### src/rtl/lcd_ctrl.sv
// HD44780-compatible write controller: runs the power-on init sequence, then
// turns each accepted command/data byte into setup, EN pulse, hold and execution wait.
module lcd_ctrl #(
  parameter int CLK_PERIOD_NS = 20,
  parameter int SETUP_NS      = 60,
  parameter int EN_NS         = 460,
  parameter int HOLD_NS       = 20,
  parameter int CMD_WAIT_US   = 40,
  parameter int CLR_WAIT_US   = 1640,
  parameter int POWERON_US    = 15000
) (
  input  logic       i_clk,
  input  logic       i_rst,
  input  logic       i_valid,
  input  logic       i_rs,
  input  logic [7:0] i_data,
  output logic       o_ready,
  output logic       o_init_done,
  output logic [7:0] o_lcd_data,
  output logic       o_lcd_rs,
  output logic       o_lcd_rw,
  output logic       o_lcd_en,
  output logic       o_lcd_on
);

  function automatic int cyc_of(input int ns);
    int c;
    c = (ns + CLK_PERIOD_NS - 1) / CLK_PERIOD_NS;
    return (c < 1) ? 1 : c;
  endfunction

  function automatic int max2(input int a, input int b);
    return (a > b) ? a : b;
  endfunction

  localparam int SETUP_CYC = cyc_of(SETUP_NS);
  localparam int EN_CYC    = cyc_of(EN_NS);
  localparam int HOLD_CYC  = cyc_of(HOLD_NS);
  localparam int WAIT_CYC  = cyc_of(CMD_WAIT_US * 1000);
  localparam int CLR_CYC   = cyc_of(CLR_WAIT_US * 1000);
  localparam int PON_CYC   = cyc_of(POWERON_US * 1000);
  localparam int MAX_CYC   = max2(max2(max2(SETUP_CYC, EN_CYC), max2(HOLD_CYC, WAIT_CYC)),
                                  max2(CLR_CYC, PON_CYC));
  localparam int CNT_W     = $clog2(MAX_CYC + 1);

  typedef logic [CNT_W-1:0] cnt_t;

  // Terminal counts: the counter runs 0..N-1 inside each timed state.
  localparam cnt_t SETUP_LAST = cnt_t'(SETUP_CYC - 1);
  localparam cnt_t EN_LAST    = cnt_t'(EN_CYC - 1);
  localparam cnt_t HOLD_LAST  = cnt_t'(HOLD_CYC - 1);
  localparam cnt_t WAIT_LAST  = cnt_t'(WAIT_CYC - 1);
  localparam cnt_t CLR_LAST   = cnt_t'(CLR_CYC - 1);
  localparam cnt_t PON_LAST   = cnt_t'(PON_CYC - 1);

  typedef enum logic [2:0] {
    S_PWRON, S_INIT, S_IDLE, S_SETUP, S_EN_HI, S_HOLD, S_WAIT
  } state_t;

  function automatic logic [7:0] init_rom(input logic [1:0] idx);
    case (idx)
      2'd0:    return 8'h38;
      2'd1:    return 8'h0C;
      2'd2:    return 8'h01;
      default: return 8'h06;
    endcase
  endfunction

  state_t     state_q, state_d;
  cnt_t       cnt_q, cnt_d;
  logic [1:0] idx_q, idx_d;
  logic [7:0] lcd_data_q, lcd_data_d;
  logic       lcd_rs_q, lcd_rs_d;
  logic       lcd_en_q, lcd_en_d;
  logic       lcd_on_q, lcd_on_d;
  logic       ready_q, ready_d;
  logic       init_done_q, init_done_d;
  logic       is_clear;
  cnt_t       wait_last;

  // Clear display (0x01) and return home (0x02/0x03) need the long execution wait.
  assign is_clear  = !lcd_rs_q && (lcd_data_q[7:2] == 6'd0) && (lcd_data_q[1:0] != 2'd0);
  assign wait_last = is_clear ? CLR_LAST : WAIT_LAST;

  // NOTE: every _d gets a default before the case so no path infers a latch.
  always_comb begin
    state_d     = state_q;
    cnt_d       = cnt_q;
    idx_d       = idx_q;
    lcd_data_d  = lcd_data_q;
    lcd_rs_d    = lcd_rs_q;
    init_done_d = init_done_q;
    lcd_on_d    = 1'b1;

    case (state_q)
      S_PWRON: begin
        if (cnt_q == PON_LAST) begin
          state_d = S_INIT;
          cnt_d   = '0;
        end else begin
          cnt_d = cnt_q + cnt_t'(1);
        end
      end
      S_INIT: begin
        lcd_data_d = init_rom(idx_q);
        lcd_rs_d   = 1'b0;
        state_d    = S_SETUP;
        cnt_d      = '0;
      end
      S_IDLE: begin
        if (i_valid && ready_q) begin
          lcd_data_d = i_data;
          lcd_rs_d   = i_rs;
          state_d    = S_SETUP;
          cnt_d      = '0;
        end
      end
      S_SETUP: begin
        if (cnt_q == SETUP_LAST) begin
          state_d = S_EN_HI;
          cnt_d   = '0;
        end else begin
          cnt_d = cnt_q + cnt_t'(1);
        end
      end
      S_EN_HI: begin
        if (cnt_q == EN_LAST) begin
          state_d = S_HOLD;
          cnt_d   = '0;
        end else begin
          cnt_d = cnt_q + cnt_t'(1);
        end
      end
      S_HOLD: begin
        if (cnt_q == HOLD_LAST) begin
          state_d = S_WAIT;
          cnt_d   = '0;
        end else begin
          cnt_d = cnt_q + cnt_t'(1);
        end
      end
      S_WAIT: begin
        if (cnt_q == wait_last) begin
          cnt_d = '0;
          if (init_done_q) begin
            state_d = S_IDLE;
          end else if (idx_q == 2'd3) begin
            init_done_d = 1'b1;
            state_d     = S_IDLE;
          end else begin
            idx_d   = idx_q + 2'd1;
            state_d = S_INIT;
          end
        end else begin
          cnt_d = cnt_q + cnt_t'(1);
        end
      end
      default: begin
        state_d = S_PWRON;
        cnt_d   = '0;
      end
    endcase

    // EN and ready are decoded from the next state so both leave a flop glitch-free.
    lcd_en_d = (state_d == S_EN_HI);
    ready_d  = (state_d == S_IDLE);
  end

  // NOTE: sequential state uses non-blocking assignments only.
  always_ff @(posedge i_clk or posedge i_rst) begin
    if (i_rst) begin
      state_q     <= S_PWRON;
      cnt_q       <= '0;
      idx_q       <= '0;
      lcd_data_q  <= '0;
      lcd_rs_q    <= 1'b0;
      lcd_en_q    <= 1'b0;
      lcd_on_q    <= 1'b0;
      ready_q     <= 1'b0;
      init_done_q <= 1'b0;
    end else begin
      state_q     <= state_d;
      cnt_q       <= cnt_d;
      idx_q       <= idx_d;
      lcd_data_q  <= lcd_data_d;
      lcd_rs_q    <= lcd_rs_d;
      lcd_en_q    <= lcd_en_d;
      lcd_on_q    <= lcd_on_d;
      ready_q     <= ready_d;
      init_done_q <= init_done_d;
    end
  end

  assign o_ready     = ready_q;
  assign o_init_done = init_done_q;
  assign o_lcd_data  = lcd_data_q;
  assign o_lcd_rs    = lcd_rs_q;
  assign o_lcd_rw    = 1'b0;
  assign o_lcd_en    = lcd_en_q;
  assign o_lcd_on    = lcd_on_q;

endmodule

### config.mk
export PLATFORM = sky130hd
export DESIGN_NAME = lcd_ctrl
export DESIGN_NICKNAME = d
export VERILOG_FILES = /design/src/rtl/lcd_ctrl.sv
export SDC_FILE = /design/constraint.sdc
export NUM_CORES = 1
export LEC_CHECK = 0
export CAP_MARGIN = 20
export CORE_ASPECT_RATIO = 1.4
export CORE_MARGIN = 1
export CORE_UTILIZATION = 53
export CTS_BUF_LIST = sky130_fd_sc_hd__clkbuf_8
export DETAILED_ROUTE_END_ITERATION = 6
export PLACE_DENSITY = 0.79
export SLEW_MARGIN = 30
export SYNTH_ARGS = -nofsm -noshare
export SYNTH_HDL_FRONTEND = slang
export SYNTH_SLANG_ARGS = --single-unit
### constraint.sdc
create_clock -name i_clk -period 2.57 [get_ports i_clk]
set_input_delay 0.6425 -clock i_clk [delete_from_list [all_inputs] [get_ports i_clk]]
set_output_delay 0.6425 -clock i_clk [all_outputs]
set_load 0.1 [all_outputs]
# After elaboration in Yosys (flattened, before gate mapping)
# Cells that the tools add are included.
[classes]
n_addsub = 2
n_mux = 24
eq_ne = 16
reduce_logical = 13
bitwise_logic = 2
[ops]
columns = ["cell", "n"]
rows = [
  ["$mux W20", 6],
  ["$pmux W20 S6", 1],
  ["$pmux W3 S7", 1],
  ["$add A20 B1 Y20 const B", 1],
  ["$eq A20 B17 Y1", 1],
  ["$eq A20 B2 Y1 const B", 1],
  ["$eq A20 B20 Y1 const B", 1],
  ["$eq A20 B5 Y1 const B", 1],
  ["$logic_not A20 Y1", 1],
  ["$mux W3", 6],
  ["$pmux W6 S3", 1],
  ["$mux W17", 1],
  ["$pmux W8 S2", 1],
  ["$eq A3 B3 Y1 const B", 4],
  ["$eq A3 B2 Y1 const B", 3],
  ["$mux W8", 1],
  ["$logic_not A6 Y1", 1],
  ["$eq A2 B2 Y1 const B", 2],
  ["$mux W2", 2],
  ["$reduce_and A2 Y1", 2],
  ["$reduce_and A4 Y1", 1],
  ["$reduce_bool A2 Y1", 2],
  ["$eq A3 B1 Y1 const B", 1],
  ["$logic_and A1 B1 Y1", 3],
  ["9 further kinds", 12],
]
[totals]
reg_bits = 38
output_inout_bits = 14

# Depth between registers and ports, before layout
# Gate-level depths: netlist (run 1).
[depth]
ltp_word = 8
mapped_depth = 9
mapped_depth_nobuf = 8

# Worst setup path after synthesis (run 1)
# OpenSTA, ideal clock, no wires.
[synth_path]
path_type = "register -> register"
startpoint = "register cnt_q[12]"
endpoint = "register cnt_q[3]"
arrival_ns = 2.310
setup_slack_ns = 0.127
setup_time_ns = 0.133
n_path_buf = 1
path_stages_with_launch = 7
path_cell_list = "dfrtp_1 > or4_1 > or4_1 > o21a_1 > nor4_4 > buf_4 > o21ai_0"
[synth_via]
elab_chain_len = 3
word_cells_on_any_way = 11
classes_between = "eq/ne: 4; mux: 6; reduce/logical: 1"
[synth_rtl]
columns = ["element", "line_no", "rtl"]
rows = [
  ["from (decl)", "70", "cnt_t cnt_q, cnt_d;"],
  ["from (signal assigned)", "183", "cnt_q <= cnt_d;"],
  ["$eq A20 B17 Y1 (tied with other cells)", "143", "if (cnt_q == wait_last) begin"],
  ["$mux W20, on equally long branches", "--", ""],
  ["$pmux W20 S6 *", "95", "case (state_q)"],
]
# Every way passes the cells marked *; elsewhere a longest branch is shown, timed or not.
# A chain may end at the register's enable or synchronous reset.

# Worst setup path after layout (run 1)
[layout_path]
startpoint = "register cnt_q[5]"
endpoint = "register ready_q, in the netlist o_ready"
[layout_via]
elab_chain_len = 4
word_cells_on_any_way = 12
classes_between = "eq/ne: 5; mux: 6; reduce/logical: 1"
[layout_rtl]
columns = ["element", "line_no", "rtl"]
rows = [
  ["$eq A20 B17 Y1 (tied with other cells)", "143", ""],
  ["$mux W3, on equally long branches", "--", ""],
  ["$pmux W3 S7 *", "95", ""],
  ["named net state_d[0]", "69", "state_t state_q, state_d;"],
  ["$eq A3 B2 Y1 *", "166", "ready_d = (state_d == S_IDLE);"],
  ["named net ready_d", "76", "logic ready_q, ready_d;"],
  ["to (signal assigned)", "189", "ready_q <= ready_d;"],
  ["to (decl)", "76", ""],
]
# Mark *: on every way through the listed nets, which the timed path passes. The rest lies on a longest branch.

==> results of run 1 <==
-- worst max path at each step --
| stage | start | endpoint | slack [ns] | cells after the start |
|---|---|---|---|---|
| floorplan | cnt_q[12]$_DFFE_PP0P_ | cnt_q[3]$_DFFE_PP0P_ | 0.13 | 6 |
| global placement | cnt_q[5]$_DFFE_PP0P_ | cnt_q[1]$_DFFE_PP0P_ | 0.12 | 6 |
| detailed placement | cnt_q[5]$_DFFE_PP0P_ | cnt_q[10]$_DFFE_PP0P_ | 0.04 | 6 |
| CTS | cnt_q[5]$_DFFE_PP0P_ | cnt_q[10]$_DFFE_PP0P_ | 0.02 | 6 |
| global route | cnt_q[1]$_DFFE_PP0P_ | cnt_q[17]$_DFFE_PP0P_ | 0.01 | 8 |
| finish | cnt_q[5]$_DFFE_PP0P_ | o_ready$_DFF_PP0_ | 0.07 | 6 |
-- layer usage --
metal / up-vias / share of wire, %
li1: 1060 / -
met1: 1029 / 40
met2: 75 / 53
met3: 17 / 4.7
met4: 0 / 3.0
met5: - / 0
-- logic make-up (layout without fill, tap and decap cells) --
family,Yosys count,count (layout),synth area share (%)
simple gates,118,118,29.54
compound gates,68,68,18.54
flops,38,38,40.97
buf+inv,22,63,3.935
fa+ha+maj,7,7,3.773
mux,5,5,2.156
other cells,2,2,0.3236
xor+xnor,2,2,0.7549
-- flip-flops by register name, summed over array words and instances, names as in the netlist --
name / cells
state_q: 3
o_lcd_data: 8
o_lcd_rs: 1
o_init_done: 1
o_ready: 1
idx_q: 2
o_lcd_en: 1
o_lcd_on: 1
cnt_q: 20
-- placed cells by master (no fill, tap or decap), types with 2 or more instances in the layout --
cell type	count
dfrtp_1	38
buf_4	34
nand2_1	29
o21ai_0	29
nor2_1	15
clkdlybuf4s50_1	11
inv_1	10
nor3_1	10
a21oi_1	9
nand3_1	9
o31ai_1	8
and2_1	6
nor4_1	6
and3_1	6
ha_1	6
clkbuf_8	6
mux2i_1	5
nand4_1	5
or4_4	4
nor4b_1	4
o22ai_1	4
a22o_1	4
nor2b_1	3
and4_1	3
o311ai_1	3
nor3_4	2
o211ai_1	2
nand4b_1	2
or4_1	2
o41ai_1	2
nor3b_2	2
xnor2_1	2
conb_1	2
-- worst max-delay path: cells and delay by family, from the launching register on --
kind | cells | cell delay (ns)
AOI/OAI and AO/OA | 1 | 0.31
DFF | 1 | 0.38
and+or+nand+nor | 5 | 1.73
-- through the flow --
stage,setup WS [ns],hold slack [ns],util (%)
floorplan,0.1269,0.5075,-
detailed placement,0.03717,0.5045,64.08
global placement,0.1154,0.4906,64.08
CTS,0.01945,0.5215,66.34
global route,0.01479,0.5425,67.32
finish,0.06589,0.5133,67.32
-- layout make-up --
type                            count  area [µm²]
Timing Repair Buffer               45       365.4
Fill cell                         341        1374
Multi-Input combinational cell    202        1325
Clock inverter                      2       12.51
Clock buffer                        6       82.58
Tap cell                           45       56.30
Inverter                           10       37.54
Sequential cell                    38       950.9
-- timing repair --
action | CTS | global route
endpoints found under the setup margin | 0 | 15
endpoints found under the hold margin | 0 | 0
hold buffers | 0 | 0
gates resized for setup | 0 | 12
-- where the power goes --
| part | internal, mW | total [mW] | switching, mW | leakage, nW |
|---|---|---|---|---|
| sequential | 0.598 | 0.598 | 0.000243 | 0.488 |
| clock | 0.216 | 0.446 | 0.230 | 0.0472 |
| combinational | 0.0168 | 0.0443 | 0.0275 | 0.699 |
==> impl_metrics.env, run 1 <==
export IMPL_peakVddDrop_uv=240.9
export IMPL_mappedNetlistArea_mm2=0.002321
export IMPL_ys_types=46
export IMPL_dp_hpwl_mm=4.313
export IMPL_post_cts_setup_buffers=0
export IMPL_violations="DRC"
export IMPL_grt_use_met1_pct=30.09
export IMPL_grt_use_met3_pct=5.475
export IMPL_status="finished, violations left"
export IMPL_crit_reg2reg_capture="o_ready$_DFF_PP0_"
export IMPL_placed_area_mm2=0.002694
export IMPL_drive_gt1_share_pct=19.47
export IMPL_fin_crit_sh_pct=97.44
export IMPL_r2r_cells=6
export IMPL_min_from="o_lcd_data[3]$_DFFE_PP0P_"
export IMPL_p_leak_nw=1.234
export IMPL_cts_root_buf="clkbuf_8"
export IMPL_wirelength_mm=6.072
export IMPL_pin_count=26
export IMPL_tightest_slew_ns=0.7260
export IMPL_clockBufferDepth=2
export IMPL_htree_levels=2
export IMPL_rsz0062_at_grt="no"
export IMPL_hold_class="register to register"
export IMPL_crit_required_ns=2.79
export IMPL_viasPerCell=6.267
export IMPL_synth_top_area_cell="dfrtp_1"
export IMPL_yosys_top_cells_area="dfrtp_1 41%, o21ai_0 6.5%, nand2_1 4.7%, ha_1 3.8%, nor3_1 2.6%"
export IMPL_ys_flop_type="dfrtp_1"
export IMPL_whs_path_depth=2
export IMPL_synth_seq_cells=38
export IMPL_cp_common_cell="or4_4"
export IMPL_grt_busiest_layer="met2"
export IMPL_drtIter0Drc=134
export IMPL_r2r_start="cnt_q[5]$_DFFE_PP0P_"
export IMPL_globalplace_congestion=0.8791
export IMPL_maxCapViolCount=0
export IMPL_crit_slowest_cell="or4_4"
export IMPL_numCtsBuffers=5
export IMPL_crit_path_max_incr_delay_ns=0.57
export IMPL_port_buffers=24
export IMPL_rows=28
export IMPL_cts_tree="yes"
export IMPL_synth_seq_area_share_pct=40.97
export IMPL_hold_viol=0
export IMPL_clock_latency_ns=0.30
export IMPL_wl_per_cell_um=17.45
export IMPL_die_area_mm2=0.004652
export IMPL_core_mm2=0.004204
export IMPL_die_h_um=80.30
export IMPL_layout_nets=321
export IMPL_ant_nets=0
export IMPL_postSynthAreaPerCell_um2=8.859
export IMPL_start_util_pct=55.21
export IMPL_setup_viol=0
export IMPL_die_w_um=57.93
export IMPL_synthTopCellsByCount="38 x dfrtp_1, 30 x o21ai_0, 29 x nand2_1, 15 x nor2_1, 12 x nor3_1"
export IMPL_num_vias=2181
export IMPL_worstSetupPathType="register to register"
export IMPL_crit_path_cell_trace="or4_4, and4bb_1, nand3_2, a31o_4, or4_4, nor3b_2"
export IMPL_antenna_found_initial=0
export IMPL_syn_inst=262
export IMPL_grt_use_total_pct=28.16
export IMPL_grt_pass1_wl_mm=9.763
export IMPL_rrSetupSlack_ns=0.07
export IMPL_synth_nets=281
export IMPL_cp_start_kind="register"
export IMPL_n_antenna_cell=0
export IMPL_clock_skew_ns=0.01017
export IMPL_synth_most_common_cell="dfrtp_1"
export IMPL_synth_top_cell_area_share_pct=40.97
export IMPL_final_area_mm2=0.002830
export IMPL_drv_slew=0
export IMPL_min_period_ns=2.504
export IMPL_grt_pass1_vias=2126
export IMPL_power_mw=1.089
export IMPL_path_clk_slew_ns=0.08
export IMPL_drc=4
export IMPL_yosysWarnings=0
export IMPL_maxSlewHeadroom_pct=51.44
export IMPL_met2_usage_pct=51.26
export IMPL_max_freq_mhz=399.3
export IMPL_synth_async_reset_ratio_pct=100.0
export IMPL_first_pass_iters=6
export IMPL_synth_edf_count=0
export IMPL_grt_overflow_total=0
export IMPL_placed_cells=340
export IMPL_stdcell_count=348
export IMPL_final_setup_tns_ns=0
export IMPL_end_kind="register"
export IMPL_cp_arrival_ns=2.72
export IMPL_crit_fanout=10
export IMPL_p_per_area_mw_per_mm2=384.6
export IMPL_grt_max_degree=39
export IMPL_cts_sinks=38
export IMPL_areaGrowthSynthToFinish_pct=21.94
export IMPL_min_to="o_lcd_data[3]$_DFFE_PP0P_"
Note: power is estimated with default switching activity, not from simulation.
==> inputs of run 2 (changes only) <==
--- a/config.mk
+++ b/config.mk
@@ -12,7 +12,7 @@
 export CTS_BUF_LIST = sky130_fd_sc_hd__clkbuf_8
 export DETAILED_ROUTE_END_ITERATION = 6
 export PLACE_DENSITY = 0.79
-export SLEW_MARGIN = 30
+export SLEW_MARGIN = 20
 export SYNTH_ARGS = -nofsm -noshare
 export SYNTH_HDL_FRONTEND = slang
 export SYNTH_SLANG_ARGS = --single-unit
==> run 2 against run 1 <==
The run still ends with DRC left. Cell count is 0.29% higher. First-iteration DRC count down 9.0%. Worst hold slack barely moved. Die area is the same. Fmax is 1.3% higher. Register-to-register slack better by 0.03 ns. Final area grew 0.31%. Clock skew is 0.0025 ns lower. Setup slack better by 0.032 ns. Largest cell class unchanged. Largest power group unchanged.
==> impl_metrics.env, run 2 (synthesized netlist as in run 1, its figures left out) <==
export IMPL_status="finished, violations left"
export IMPL_violations="DRC"
export IMPL_drtIter0Drc=122
export IMPL_die_area_mm2=0.004652
export IMPL_clock_latency_ns=0.30
export IMPL_multi_input_area_mm2=0.001325
export IMPL_rrSetupSlack_ns=0.1
export IMPL_num_vias=2181
export IMPL_htree_levels=2
export IMPL_maxCapViolCount=0
export IMPL_end_kind="register"
export IMPL_grt_overflow_total=0
export IMPL_crit_fanout=8
export IMPL_r2r_cells=6
export IMPL_placed_cells=340
export IMPL_layout_nets=322
export IMPL_peakVddDrop_uv=236.3
export IMPL_placed_area_mm2=0.002694
export IMPL_ff_latch_area_um2=952.2
export IMPL_cp_start_kind="register"
export IMPL_numCtsBuffers=5
export IMPL_tightest_slew_ns=0.7520
export IMPL_antenna_found_initial=0
export IMPL_hold_class="register to register"
export IMPL_first_pass_iters=6
export IMPL_finalWorstSetupSlack_ns=0.09773
export IMPL_top_register="cnt_q"
export IMPL_path_clk_slew_ns=0.08
export IMPL_fin_crit_sh_pct=96.20
export IMPL_grt_max_degree=39
export IMPL_grt_pass1_vias=2126
export IMPL_final_common_cell="dfrtp_1"
export IMPL_whs_path_depth=2
export IMPL_hold_slack_ns=0.5130
export IMPL_drc=4
export IMPL_min_from="o_lcd_data[3]$_DFFE_PP0P_"
export IMPL_grt_use_total_pct=28.16
export IMPL_power_mw=1.084
export IMPL_rows=28
export IMPL_drive_gt1_share_pct=19.74
export IMPL_viasPerCell=6.249
export IMPL_p_leak_nw=1.241
export IMPL_core_mm2=0.004204
export IMPL_clock_skew_ns=0.007704
export IMPL_grt_pass1_wl_mm=9.763
export IMPL_crit_reg2reg_capture="cnt_q[13]$_DFFE_PP0P_"
export IMPL_wirelength_mm=6.074
export IMPL_cts_tree="yes"
export IMPL_port_buffers=24
export IMPL_start_util_pct=55.21
export IMPL_areaGrowthSynthToFinish_pct=22.32
export IMPL_final_cell_mix="37 x dfrtp_1, 35 x buf_4, 29 x nand2_1, 29 x o21ai_0, 15 x nor2_1"
export IMPL_rsz0062_at_grt="no"
export IMPL_clockBufferDepth=2
export IMPL_stdcell_count=349
export IMPL_final_setup_tns_ns=0
export IMPL_setup_viol=0
export IMPL_maxSlewHeadroom_pct=49.70
export IMPL_cts_sinks=38
export IMPL_hold_viol=0
export IMPL_place_worst_setup_slack_ns=0.03717
export IMPL_final_area_mm2=0.002839
export IMPL_r2r_start="cnt_q[5]$_DFFE_PP0P_"
export IMPL_max_freq_mhz=404.5
export IMPL_worstSetupPathType="register to register"
export IMPL_p_per_area_mw_per_mm2=381.8
export IMPL_wl_per_cell_um=17.40
export IMPL_fill_cells=335
export IMPL_min_to="o_lcd_data[3]$_DFFE_PP0P_"
export IMPL_die_w_um=57.93
export IMPL_post_route_util_pct=67.53
export IMPL_crit_required_ns=2.74
export IMPL_cts_root_buf="clkbuf_8"
export IMPL_dp_hpwl_mm=4.313
export IMPL_ant_nets=0
export IMPL_cp_arrival_ns=2.64
export IMPL_pin_count=26
export IMPL_die_h_um=80.30
export IMPL_drv_slew=0
export IMPL_min_period_ns=2.472
export IMPL_globalplace_congestion=0.8791
export IMPL_largest_register_ffs=20
export IMPL_n_antenna_cell=0
-- run 2: cell types whose count changed in the layout (fill, tap and decap cells not counted), sizes merged --
cell  before  now
buf       34   35
-- run 2: repair_timing --
item | CTS | global route
buffers inserted | 0 | 1
hold buffers | 0 | 0
endpoints found under the setup margin | 0 | 16
resized for setup | 0 | 13
-- run 2: worst max path at each step --
stage,start,to,slack (ns),cells after the start
6_report,cnt_q[5]$_DFFE_PP0P_,cnt_q[13]$_DFFE_PP0P_,0.1,6
5_1_grt,cnt_q[5]$_DFFE_PP0P_,cnt_q[5]$_DFFE_PP0P_,0.04,6
4_1_cts,cnt_q[5]$_DFFE_PP0P_,cnt_q[10]$_DFFE_PP0P_,0.02,6
3_5_place_dp,cnt_q[5]$_DFFE_PP0P_,cnt_q[10]$_DFFE_PP0P_,0.04,6
3_3_place_gp,cnt_q[5]$_DFFE_PP0P_,cnt_q[1]$_DFFE_PP0P_,0.12,6
2_1_floorplan,cnt_q[12]$_DFFE_PP0P_,cnt_q[3]$_DFFE_PP0P_,0.13,6
-- run 2: layout make-up --
| cell class | instances | area share (%) |
|---|---|---|
| clock inverter | 2 | 0.4407 |
| multi-input combinational | 202 | 46.67 |
| timing repair buffer | 46 | 13.13 |
| inverter | 10 | 1.322 |
| sequential | 38 | 33.54 |
| tap | 45 | 1.983 |
| clock buffer | 6 | 2.909 |
-- run 2: routing by layer --
layer | vias to the layer above | global-route usage (%) | part of all wire, %
met5 | - | 0 | 0
met4 | 0 | 14.52 | 4.0
met3 | 20 | 5.475 | 4.9
met2 | 85 | 51.26 | 52
met1 | 1014 | 30.09 | 39
li1 | 1062 | - | -
-- run 2: report_power, final --
part | total [mW] | switching (mW) | internal [mW]
Clock | 0.441 | 0.225 | 0.216
Sequential | 0.598 | 0.000243 | 0.598
Combinational | 0.0444 | 0.0276 | 0.0168
-- run 2: critical path, cell delays in order (launching register included) --
cell     delay, ns
dfrtp_1       0.38
or4_1         0.54
or4_4         0.56
o21a_1        0.25
buf_4         0.19
nor4_1        0.31
nor3_1        0.11
